File: src/rtl/word_display_renderer_if.sv
// Signal bundle between the game FSM, the glyph ROM and vga_adapter.
// The master side is the word display renderer.
interface word_display_renderer_if #(
    parameter int NUM_SLOTS = 6
);
    logic [1:0]             game_state;
    logic [5*NUM_SLOTS-1:0] word;
    logic [25:0]            mask;
    logic [4:0]             glyph_code;
    logic [63:0]            glyph_bits;
    logic [8:0]             x;
    logic [7:0]             y;
    logic [2:0]             colour;
    logic                   plot;
    logic                   frame_done;

    modport master (
        input  game_state, word, mask, glyph_bits,
        output glyph_code, x, y, colour, plot, frame_done
    );

    modport slave (
        output game_state, word, mask, glyph_bits,
        input  glyph_code, x, y, colour, plot, frame_done
    );
endinterface

File: src/rtl/word_display_renderer.sv
// Framebuffer painter for the hidden word: screen clear on every game
// state change, then back-to-back redraws of the glyph/dash box.
module word_display_renderer #(
    parameter int         NUM_SLOTS  = 6,
    parameter int         X0         = 20,
    parameter int         SLOT_PITCH = 10,
    parameter int         Y_LETTER   = 200,
    parameter int         Y_DASH     = 210,
    parameter int         SCR_W      = 320,
    parameter int         SCR_H      = 240,
    parameter int         DASH_CODE  = 27,
    parameter logic [2:0] BG_COLOUR  = 3'b000
) (
    input  logic                    clk,
    input  logic                    resetn,
    word_display_renderer_if.master bus
);
    localparam int         WW    = 5 * NUM_SLOTS;
    localparam logic [8:0] XMAX  = 9'(SCR_W - 1);
    localparam logic [7:0] YMAX  = 8'(SCR_H - 1);
    localparam logic [8:0] BX0   = 9'(X0);
    localparam logic [8:0] BX1   = 9'(X0 + NUM_SLOTS * SLOT_PITCH - 1);
    localparam logic [7:0] BY0   = 8'(Y_LETTER);
    localparam logic [7:0] BY1   = 8'(Y_DASH + 7);
    localparam logic [7:0] DY0   = 8'(Y_DASH);
    localparam logic [8:0] PITCH = 9'(SLOT_PITCH);

    typedef enum logic [1:0] {S_CLEAR, S_DRAW, S_HOLD} state_t;

    state_t          r_state;
    logic [1:0]      r_gs;
    logic [8:0]      r_sx;
    logic [7:0]      r_sy;
    logic [WW-1:0]   r_word;
    logic [25:0]     r_mask;
    logic [2:0]      r_fg;
    logic [8:0]      r_x;
    logic [7:0]      r_y;
    logic            r_plot;
    logic            r_done;
    logic            r_en;
    logic [5:0]      r_bit;

    logic            w_chg;
    logic            w_first;
    logic            w_clr_last;
    logic            w_drw_last;
    logic [WW-1:0]   w_word;
    logic [31:0]     w_mask;
    logic [8:0]      w_dx;
    logic [8:0]      w_slot;
    logic [8:0]      w_cx;
    logic [7:0]      w_dl;
    logic [7:0]      w_dd;
    logic            w_let;
    logic            w_dash;
    logic [4:0]      w_code;
    logic            w_known;
    logic            w_en;
    logic [5:0]      w_bit;
    logic [4:0]      w_gc;
    logic [2:0]      w_fg;

    // Stage-0 pixel decode: slot, glyph cell, ROM address and lit enable
    always_comb begin
        w_chg      = bus.game_state != r_gs;
        w_first    = (r_state == S_DRAW) && (r_sx == BX0) && (r_sy == BY0);
        w_clr_last = (r_sx == XMAX) && (r_sy == YMAX);
        w_drw_last = (r_sx == BX1) && (r_sy == BY1);
        w_word     = w_first ? bus.word : r_word;
        w_mask     = {6'd0, (w_first ? bus.mask : r_mask)};
        w_dx       = r_sx - BX0;
        w_slot     = w_dx / PITCH;
        w_cx       = w_dx % PITCH;
        w_dl       = r_sy - BY0;
        w_dd       = r_sy - DY0;
        w_let      = w_dl < 8'd8;
        w_dash     = w_dd < 8'd8;
        w_code     = 5'd31;
        for (int i = 0; i < NUM_SLOTS; i++) begin
            if (w_slot == 9'(i))
                w_code = w_word[5*(NUM_SLOTS-1-i) +: 5];
        end
        // Empty slots (code >= 26) never reach the mask lookup
        w_known = w_code < 5'd26;
        w_bit   = {w_cx[2:0], (w_let ? w_dl[2:0] : w_dd[2:0])};
        w_en    = (r_state == S_DRAW) && (w_cx < 9'd8) && w_known &&
                  (w_dash || (w_let && (w_mask[w_code] || r_gs != 2'd1)));
        w_gc    = 5'd0;
        if (r_state == S_DRAW) begin
            unique case (1'b1)
                w_let:   w_gc = w_code;
                w_dash:  w_gc = 5'(DASH_CODE);
                default: w_gc = 5'd0;
            endcase
        end
        unique case (r_gs)
            2'd1:    w_fg = 3'b111;
            2'd2:    w_fg = 3'b010;
            2'd3:    w_fg = 3'b100;
            default: w_fg = 3'b000;
        endcase
    end

    // Scan FSM (stage 0) and registered pixel outputs (stage 1)
    always_ff @(posedge clk) begin
        if (!resetn) begin
            r_state <= S_CLEAR;
            r_gs    <= bus.game_state;
            r_sx    <= '0;
            r_sy    <= '0;
            r_word  <= '0;
            r_mask  <= '0;
            r_fg    <= '0;
            r_x     <= '0;
            r_y     <= '0;
            r_plot  <= 1'b0;
            r_done  <= 1'b0;
            r_en    <= 1'b0;
            r_bit   <= '0;
        end else begin
            if (r_state == S_HOLD) begin
                r_plot <= 1'b0;
                r_done <= 1'b0;
                r_en   <= 1'b0;
            end else begin
                r_x    <= r_sx;
                r_y    <= r_sy;
                r_plot <= 1'b1;
                r_en   <= w_en;
                r_bit  <= w_bit;
                r_done <= (r_state == S_CLEAR) ? w_clr_last : w_drw_last;
            end
            if (w_first) begin
                r_word <= bus.word;
                r_mask <= bus.mask;
                r_fg   <= w_fg;
            end
            if (w_chg) begin
                r_gs    <= bus.game_state;
                r_state <= S_CLEAR;
                r_sx    <= '0;
                r_sy    <= '0;
            end else begin
                unique case (r_state)
                    S_CLEAR: begin
                        if (w_clr_last) begin
                            r_state <= (r_gs == 2'd0) ? S_HOLD : S_DRAW;
                            r_sx    <= BX0;
                            r_sy    <= BY0;
                        end else if (r_sx == XMAX) begin
                            r_sx <= '0;
                            r_sy <= r_sy + 8'd1;
                        end else begin
                            r_sx <= r_sx + 9'd1;
                        end
                    end
                    S_DRAW: begin
                        if (r_sx == BX1) begin
                            r_sx <= BX0;
                            r_sy <= (r_sy == BY1) ? BY0 : r_sy + 8'd1;
                        end else begin
                            r_sx <= r_sx + 9'd1;
                        end
                    end
                    default: ;
                endcase
            end
        end
    end

    assign bus.glyph_code = w_gc;
    assign bus.x          = r_x;
    assign bus.y          = r_y;
    assign bus.plot       = r_plot;
    assign bus.frame_done = r_done;
    // ROM data arrives one cycle after the address, in step with stage 1
    assign bus.colour     = (r_en && bus.glyph_bits[r_bit]) ? r_fg : BG_COLOUR;
endmodule
File: src/flat_wrapper.sv
// flat-port wrapper written by rule: the top's interface ports become plain ports
module word_display_renderer_flat 
#(
    parameter int         NUM_SLOTS  = 6,
    parameter int         X0         = 20,
    parameter int         SLOT_PITCH = 10,
    parameter int         Y_LETTER   = 200,
    parameter int         Y_DASH     = 210,
    parameter int         SCR_W      = 320,
    parameter int         SCR_H      = 240,
    parameter int         DASH_CODE  = 27,
    parameter logic [2:0] BG_COLOUR  = 3'b000
)
  (clk, resetn, bus_game_state, bus_word, bus_mask, bus_glyph_bits, bus_glyph_code, bus_x, bus_y, bus_colour, bus_plot, bus_frame_done);
  word_display_renderer_if #(.NUM_SLOTS(NUM_SLOTS)) bus_i ();
  input  logic clk;
  input  logic resetn;
  input wire logic [$bits(bus_i.game_state)-1:0] bus_game_state;
  input wire logic [$bits(bus_i.word)-1:0] bus_word;
  input wire logic [$bits(bus_i.mask)-1:0] bus_mask;
  input wire logic [$bits(bus_i.glyph_bits)-1:0] bus_glyph_bits;
  output wire logic [$bits(bus_i.glyph_code)-1:0] bus_glyph_code;
  output wire logic [$bits(bus_i.x)-1:0] bus_x;
  output wire logic [$bits(bus_i.y)-1:0] bus_y;
  output wire logic [$bits(bus_i.colour)-1:0] bus_colour;
  output wire logic [$bits(bus_i.plot)-1:0] bus_plot;
  output wire logic [$bits(bus_i.frame_done)-1:0] bus_frame_done;
  assign bus_i.game_state = bus_game_state;
  assign bus_i.word = bus_word;
  assign bus_i.mask = bus_mask;
  assign bus_i.glyph_bits = bus_glyph_bits;
  assign bus_glyph_code = bus_i.glyph_code;
  assign bus_x = bus_i.x;
  assign bus_y = bus_i.y;
  assign bus_colour = bus_i.colour;
  assign bus_plot = bus_i.plot;
  assign bus_frame_done = bus_i.frame_done;
  word_display_renderer #(.NUM_SLOTS(NUM_SLOTS), .X0(X0), .SLOT_PITCH(SLOT_PITCH), .Y_LETTER(Y_LETTER), .Y_DASH(Y_DASH), .SCR_W(SCR_W), .SCR_H(SCR_H), .DASH_CODE(DASH_CODE), .BG_COLOUR(BG_COLOUR)) u_core (.clk(clk), .resetn(resetn), .bus(bus_i));
endmodule
File: config.mk
export PLATFORM = sky130hd
export DESIGN_NAME = word_display_renderer_flat
export DESIGN_NICKNAME = d
export VERILOG_FILES = /design/src/rtl/word_display_renderer_if.sv /design/src/rtl/word_display_renderer.sv /design/src/flat_wrapper.sv
export SDC_FILE = /design/constraint.sdc
export NUM_CORES = 1
export LEC_CHECK = 0
export CAP_MARGIN = 20
export CORE_ASPECT_RATIO = 0.8
export CORE_MARGIN = 3
export CORE_UTILIZATION = 55
export DETAILED_ROUTE_END_ITERATION = 8
export PLACE_DENSITY = 0.86
export SLEW_MARGIN = 5
export SYNTH_ARGS = -nofsm -noshare
export SYNTH_HDL_FRONTEND = slang
export SYNTH_SLANG_ARGS = --single-unit
File: constraint.sdc
create_clock -name clk -period 13 [get_ports clk]
set_clock_uncertainty 0.2 [all_clocks]
set_input_delay 1.3 -clock clk [delete_from_list [all_inputs] [get_ports clk]]
set_output_delay 1.3 -clock clk [all_outputs]
set_load 0.01 [all_outputs]
==> results.cfg, run 1 <==
[sta]
finalSetupTns_ns = 0
finalSetupViolCount = 0
max_freq_mhz = 108
relSlewSlack = 0.309
min_period_ns = 9.23
timing.final.crit_share = 0.710
slew_viol_final = 0
worst_pin_slew_ns = 1.03
rsz0062_at_grt = no
hold_violations = 0

[yosys]
syn_avg_cell_area_sq_um = 8.46
synth.distinct_cells = 76
synth_top_area_frac = 0.307
yosysSeqAreaShare = 0.316
synth_top_flop_cell = dfxtp_1
synth_area_leader_cell = dfxtp_1
syn-cell-area_sq_um = 6650
ys_ff_latch = 104
syn_nets = 930
async_flop_share = 0
yosys_warnings = 0
synth_edf_count = 2
postSynthCellCount = 786
synthTopCellsByArea = dfxtp_1 31%, mux2i_1 7.2%, mux4_2 7.1%

[power]
leakage_nw = 3.02
power_frac_comb = 0.090
power.share.clock = 0.457
power.density_nw_per_um2 = 84.2
p_int_mw = 0.575
ir_drop_mv = 0.0689
power_switching_share = 0.198
pwr-share-seq = 0.453
power_switching_mw = 0.142

[floorplan]
core_sq_um = 11600
num_io_pins = 151
die_h_microns = 104
dieWidth_microns = 129
start_util = 0.571
die_area_sq_um = 13500
core.rowCount = 35

[setup_path]
arrival_ns = 7.73
worst_r2r_startpoint = u_core.r_sx[2]
required_ns = 11.50
cp_num_cells = 25
cp_slowest_stage_delay_ns = 0.86
crit_family = compound AO/OA/AOI/OAI gates
endpoint_kind = output port
reg2reg_depth = 26
critical_path_class = flop to output port
cp.buffers_inverters = 6
crit_fanout = 25
critical-path-slowest-cell = dfxtp_1
r2r_end = u_core.r_en
critical_path.most_common_cell = a21oi_1
cp-start-kind = flop
reg2reg_slack_ns = 5.16

[detailed_routing]
drc = 0
wl_per_cell_microns = 19.3
wl_met2_mm = 9.90
routed_wl_mm = 20.3
via_per_inst = 6.37
drt_iter0_drc = 771
wl_met1_mm = 8.20
wl_met3_mm = 1.69
detail-route-antenna-nets = 0
num_vias = 6697
routed.top_layer = met4
dr.pass1.iters = 6

[worst_hold_path]
worstHoldPathType = flop to flop
min_delay_path_depth = 2
min-delay-start = u_core.r_word[11]
holdPathEnd = u_core.r_word[11]

[clock_tree]
post_cts_resized = 0
clk_pin_slew_ns = 0.07
clock_sinks = 104
root_buffer = clkbuf_16
cts_hold_buf = 0
cts_tree = done
clk_latency_ns = 0.35
cts_setup_buffers = 0
numCtsBuffers = 9
htreeDepth = 3
clock_path_buffers = 2

[placement]
dp_hpwl_mm = 14.7
placed_cell_area_sq_um = 8100
gp_congestion = 0.953
placement.io_buffers = 150

[outcome]
status = completed

[cells_and_area]
drive_gt1_frac = 0.0664
diodes = 0
fin_area_sq_um = 8510
nets = 1042
synthToLayoutAreaGrowth_pct = 27.9

[global_routing]
grt_overflow_total = 0
grt_pass1_vias = 6551
grt_pass1_wl_mm = 32.8
grt_max_degree = 60
antenna_found_initial = 0
grt_usage = 0.298

[flow_run]
maxCapViolCount = 0
-- how the worst max path moves through the flow --
stage              startpoint                end  slack, ns
5_1_grt        u_core.r_sx[2]  bus_glyph_code[3]       3.38
4_1_cts        u_core.r_sx[2]  bus_glyph_code[3]       3.17
3_3_place_gp   u_core.r_sx[2]  bus_glyph_code[3]       4.25
2_1_floorplan  u_core.r_sx[2]  bus_glyph_code[0]       6.30
3_5_place_dp   u_core.r_sx[2]  bus_glyph_code[3]       3.72
6_report       u_core.r_sx[2]  bus_glyph_code[3]       3.77
-- worst register-to-register path, cell delays in order (launching register included) --
cell and delay [ns]:
dfxtp_1 0.86, inv_1 0.39, ha_1 0.43, nand2b_4 0.23, a21oi_1 0.51, nor3_1 0.14, o2bb2ai_1 0.20, nor3_1 0.31
buf_2 0.28, inv_1 0.10, nand2_1 0.13, a21oi_1 0.08, a21oi_1 0.17, mux2i_1 0.17, ha_1 0.27, o21ai_0 0.18
a31oi_1 0.12, a41o_1 0.27, nor4_4 0.41, buf_6 0.25, a311oi_1 0.06, a211oi_1 0.73, nand2b_1 0.22, o311ai_0 0.39
o31ai_1 0.14, a211oi_1 0.32, o221a_1 0.23
-- power by group through the flow --
stage                     logic [mW]  registers [mW]  clock network [mW]
after floorplan               0.0208           0.330                   0
after global placement        0.0619           0.332                   0
after detailed placement      0.0637           0.332                   0
after CTS                     0.0642           0.325               0.329
after global routing          0.0681           0.325               0.342
final                         0.0645           0.325               0.328
-- layout make-up --
cell class / instances / area, sq um
clock buffers: 11 / 233
clock inverters: 5 / 129
fillers: 833 / 3140
inverters: 21 / 78.8
multi-input cells: 604 / 4200
flip-flops and latches: 104 / 2100
well taps: 148 / 185
repair buffers: 158 / 1580
-- cells by family (layout without fill, tap and decap cells) --
| group | after synthesis | after routing | share of synthesized area |
|---|---|---|---|
| AND/OR/NAND/NOR | 286 | 286 | 0.203 |
| AO/OA/AOI/OAI | 194 | 194 | 0.198 |
| flip-flops | 104 | 104 | 0.316 |
| buffers and inverters | 78 | 195 | 0.0532 |
| multiplexers | 74 | 74 | 0.152 |
| XOR/XNOR | 28 | 28 | 0.0380 |
| adder cells (fa/ha/maj) | 22 | 22 | 0.0406 |
-- layer usage --
| layer | GRT usage | vias to the layer above |
|---|---|---|
| li1 | - | 3071 |
| met1 | 0.399 | 3181 |
| met2 | 0.490 | 371 |
| met3 | 0.0590 | 74 |
| met4 | 0.0832 | 0 |
| met5 | 0 | - |
-- registers in the layout, indices dropped and copies added, names as in the netlist --
| signal | cells |
|---|---|
| u_core.r_mask | 26 |
| u_core.bus.plot | 1 |
| u_core.r_sx | 9 |
| u_core.bus.x | 9 |
| u_core.r_bit | 5 |
| u_core.r_state | 2 |
| u_core.bus.y | 7 |
| u_core.r_fg | 3 |
| u_core.r_word | 30 |
| u_core.bus.frame_done | 1 |
| u_core.r_en | 1 |
| u_core.r_gs | 2 |
| u_core.r_sy | 8 |
-- Yosys cell counts (all sizes together) (3+ instances only) --
| master | n |
|---|---|
| dfxtp | 102 |
| nand2 | 94 |
| nor2 | 84 |
| a21oi | 66 |
| mux2i | 48 |
| clkbuf | 33 |
| o21ai | 31 |
| buf | 24 |
| nor3 | 24 |
| a22o | 22 |
| mux4 | 21 |
| ha | 20 |
| inv | 20 |
| xnor2 | 17 |
| nand2b | 14 |
| a31oi | 12 |
| nand3 | 12 |
| xor2 | 11 |
| and3 | 10 |
| a211oi | 8 |
| and2 | 8 |
| nand4 | 8 |
| o211ai | 7 |
| nor2b | 6 |
| mux2 | 5 |
| nor4 | 5 |
| or3 | 5 |
| nor3b | 4 |
| o21a | 4 |
| o22ai | 4 |
| o31ai | 4 |
| a311oi | 3 |
| nand3b | 3 |
| o211a | 3 |
| or4 | 3 |
-- metrics by stage --
step / total power [mW] / cells / hold WS [ns] / setup slack (ns) / util
final: 0.717 / 1051 / 0.256 / 3.77 / 0.730
after global routing: 0.735 / 1051 / 0.275 / 3.38 / 0.730
after CTS: 0.718 / 1048 / 0.254 / 3.17 / 0.727
after detailed placement: 0.396 / 1032 / 0.246 / 3.72 / 0.696
after global placement: 0.394 / 1032 / 0.234 / 4.25 / 0.696
after floorplan: 0.351 / 786 / 0.227 / 6.30 / -
-- cells in the final DEF (no fill, tap or decap), drive strengths merged, types with 10 or more instances in the layout --
cell type,count
a21oi,66
a22o,22
a31oi,12
and3,10
clkbuf,11
clkdlybuf4s50,150
dfxtp,102
ha,20
inv,21
mux2i,48
mux4,21
nand2,94
nand2b,14
nand3,12
nor2,84
nor3,24
o21ai,31
xnor2,17
xor2,11
Power figures use the tool's default switching activity.
==> run 2, diff against run 1 <==
Settings changed: CORE_UTILIZATION 55 to 51, PLACE_DENSITY 0.86 to 0.81.
Clock period 13 ns to 9.3 ns, I/O delays scaled along.
==> run 2 against run 1 <==
Net effect:
- cell count up 2.2%
- utilization fell by 5.2 points
- power up 29%
- combinational power is 36% higher
- via count is 6.4% lower
- sequential share of layout area is 0.14 points higher
- global-route usage fell by 4.5 points
- hold slack worse by 0.0052 ns
- largest power group is now sequential cells
==> results.cfg, run 2 (synthesis gave the netlist of run 1 again) <==
[outcome]
status = completed

[sta]
hold_violations = 0
finalSetupViolCount = 0
finalSetupTns_ns = 0
relSlewSlack = 0.362
min_period_ns = 8.31
max_freq_mhz = 120
worst_pin_slew_ns = 0.951
rsz0062_at_grt = no
timing.final.crit_share = 0.894
slew_viol_final = 0

[setup_path]
cp_slowest_stage_delay_ns = 0.83
r2r_end = u_core.r_en
crit_fanout = 25
cp-start-kind = flop
required_ns = 8.17
critical-path-slowest-cell = dfxtp_1
crit_family = simple AND/OR/NAND/NOR gates
endpoint_kind = output port
reg2reg_depth = 25
critical_path_class = flop to output port
reg2reg_slack_ns = 1.71
worstPathCellList = inv_1, ha_1, nand2b_4, a21oi_1, nor3_1, nand4_1, and3b_1, and2_1, nor2_1, a31oi_1, mux2i_1, ha_1, o21ai_0, a31oi_1, a41o_1, nor4_4, buf_4, mux2i_1, o21ai_4, o21ai_0, clkdlybuf4s50_1
worst_r2r_startpoint = u_core.r_sx[2]
cp_num_cells = 21
arrival_ns = 7.18
cp.buffers_inverters = 3

[worst_hold_path]
min-delay-start = u_core.r_fg[1]
worstHoldPathType = flop to flop
holdPathEnd = u_core.r_fg[1]
min_delay_path_depth = 2

[power]
pwr-share-seq = 0.491
power.density_nw_per_um2 = 109
power.share.clock = 0.414
leakage_nw = 2.98
power_switching_mw = 0.203
power_frac_comb = 0.095
ir_drop_mv = 0.0928
power_switching_share = 0.219
p_int_mw = 0.722

[cells_and_area]
drive_gt1_frac = 0.0676
diodes = 0
largest_reg_flops = 30
nets = 1042
final_cell_mix = 150 x clkdlybuf4s50_1, 102 x dfxtp_1, 94 x nand2_1, 84 x nor2_1, 65 x a21oi_1
top_regs = u_core.r_word (30), u_core.r_mask (26)
synthToLayoutAreaGrowth_pct = 27.2
layout_commonest_cell = clkdlybuf4s50_1
fin_area_sq_um = 8460
top_register = u_core.r_word

[detailed_routing]
dr.pass1.iters = 7
wl_per_cell_microns = 17.2
drt_iter0_drc = 584
num_vias = 6271
via_per_inst = 5.84
drc = 0
detail-route-antenna-nets = 0
routed_wl_mm = 18.5

[floorplan]
start_util = 0.533
die_area_sq_um = 14500
die_h_microns = 108
dieWidth_microns = 134
core_sq_um = 12500
num_io_pins = 151
core.rowCount = 36

[clock_tree]
post_cts_resized = 0
cts_setup_buffers = 0
clk_pin_slew_ns = 0.07
numCtsBuffers = 9
clk_latency_ns = 0.35
cts_hold_buf = 0
root_buffer = clkbuf_16
htreeDepth = 3
clock_path_buffers = 2
clock_sinks = 104
cts_tree = done

[placement]
dp_hpwl_mm = 13.8
placement.io_buffers = 150
placed_cell_area_sq_um = 8150
gp_congestion = 0.960

[global_routing]
grt_pass1_vias = 5923
grt_pass1_wl_mm = 30.0
grt_max_degree = 61
grt_usage = 0.253
antenna_found_initial = 0
grt_overflow_total = 0

[flow_run]
maxCapViolCount = 0
## run 2: cell types whose count changed in the layout (fill, tap and decap cells not counted), sizes merged
cell,delta
bufinv,-3
clkbuf,-1
clkinv,+3
clkinvlp,+1
## run 2: metal layers
layer / track usage / wire length (microns) / vias up
met5: 0 / 0 / -
met4: 0.0455 / 130 / 0
met3: 0.0456 / 1230 / 16
met2: 0.400 / 8430 / 215
met1: 0.369 / 8690 / 2974
li1: - / - / 3066
## run 2: area by class of cell
type / instances / area [sq um]
Clock buffer: 10 / 229
Clock inverter: 6 / 68.8
Fill cell: 1032 / 4020
Inverter: 21 / 78.8
Multi-Input combinational cell: 604 / 4200
Sequential cell: 104 / 2100
Tap cell: 171 / 214
Timing Repair Buffer: 158 / 1570
## run 2: power by group through the flow
stage,combinational (mW),clock [mW],sequential [mW]
2_1_floorplan,0.0290,0,0.461
3_3_place_gp,0.0867,0,0.464
3_5_place_dp,0.0875,0,0.464
4_1_cts,0.0878,0.388,0.454
5_1_grt,0.0933,0.404,0.454
6_report,0.0878,0.383,0.454
## run 2: worst max path at each step
stage	startpoint	endpoint	slack [ns]
2_1_floorplan	u_core.r_sx[2]	bus_glyph_code[0]	2.97
3_3_place_gp	u_core.r_sx[2]	bus_glyph_code[4]	1.67
3_5_place_dp	u_core.r_sx[2]	bus_glyph_code[4]	1.51
4_1_cts	u_core.r_sx[2]	bus_glyph_code[0]	1.07
5_1_grt	u_core.r_sx[2]	bus_glyph_code[3]	0.22
6_report	u_core.r_sx[2]	bus_glyph_code[0]	0.99
## run 2: per-stage QoR
step,util,hold slack (ns),worst slack [ns],std cells,power (mW)
finish,0.678,0.251,0.987,1074,0.924
global route,0.678,0.274,0.222,1074,0.952
CTS,0.677,0.252,1.07,1073,0.929
detailed placement,0.653,0.243,1.51,1057,0.552
global placement,0.653,0.237,1.67,1057,0.551
floorplan,-,0.227,2.97,786,0.491
## run 2: worst reg2reg max path, stage by stage (launching register included)
cell      delay [ns]
dfxtp_1         0.83
inv_1           0.37
ha_1            0.42
nand2b_4        0.23
a21oi_1         0.47
nor3_1          0.16
nand4_1         0.20
and3b_1         0.43
and2_1          0.23
nor2_1          0.05
a31oi_1         0.16
mux2i_1         0.16
ha_1            0.26
o21ai_0         0.17
a31oi_1         0.10
a41o_1          0.26
nor4_4          0.52
buf_4           0.30
mux2i_1         0.41
o21ai_4         0.25
nand2_1         0.22
o22ai_1         0.11
o311ai_0        0.37
o31ai_1         0.14
a211oi_1        0.30
o221a_1         0.21
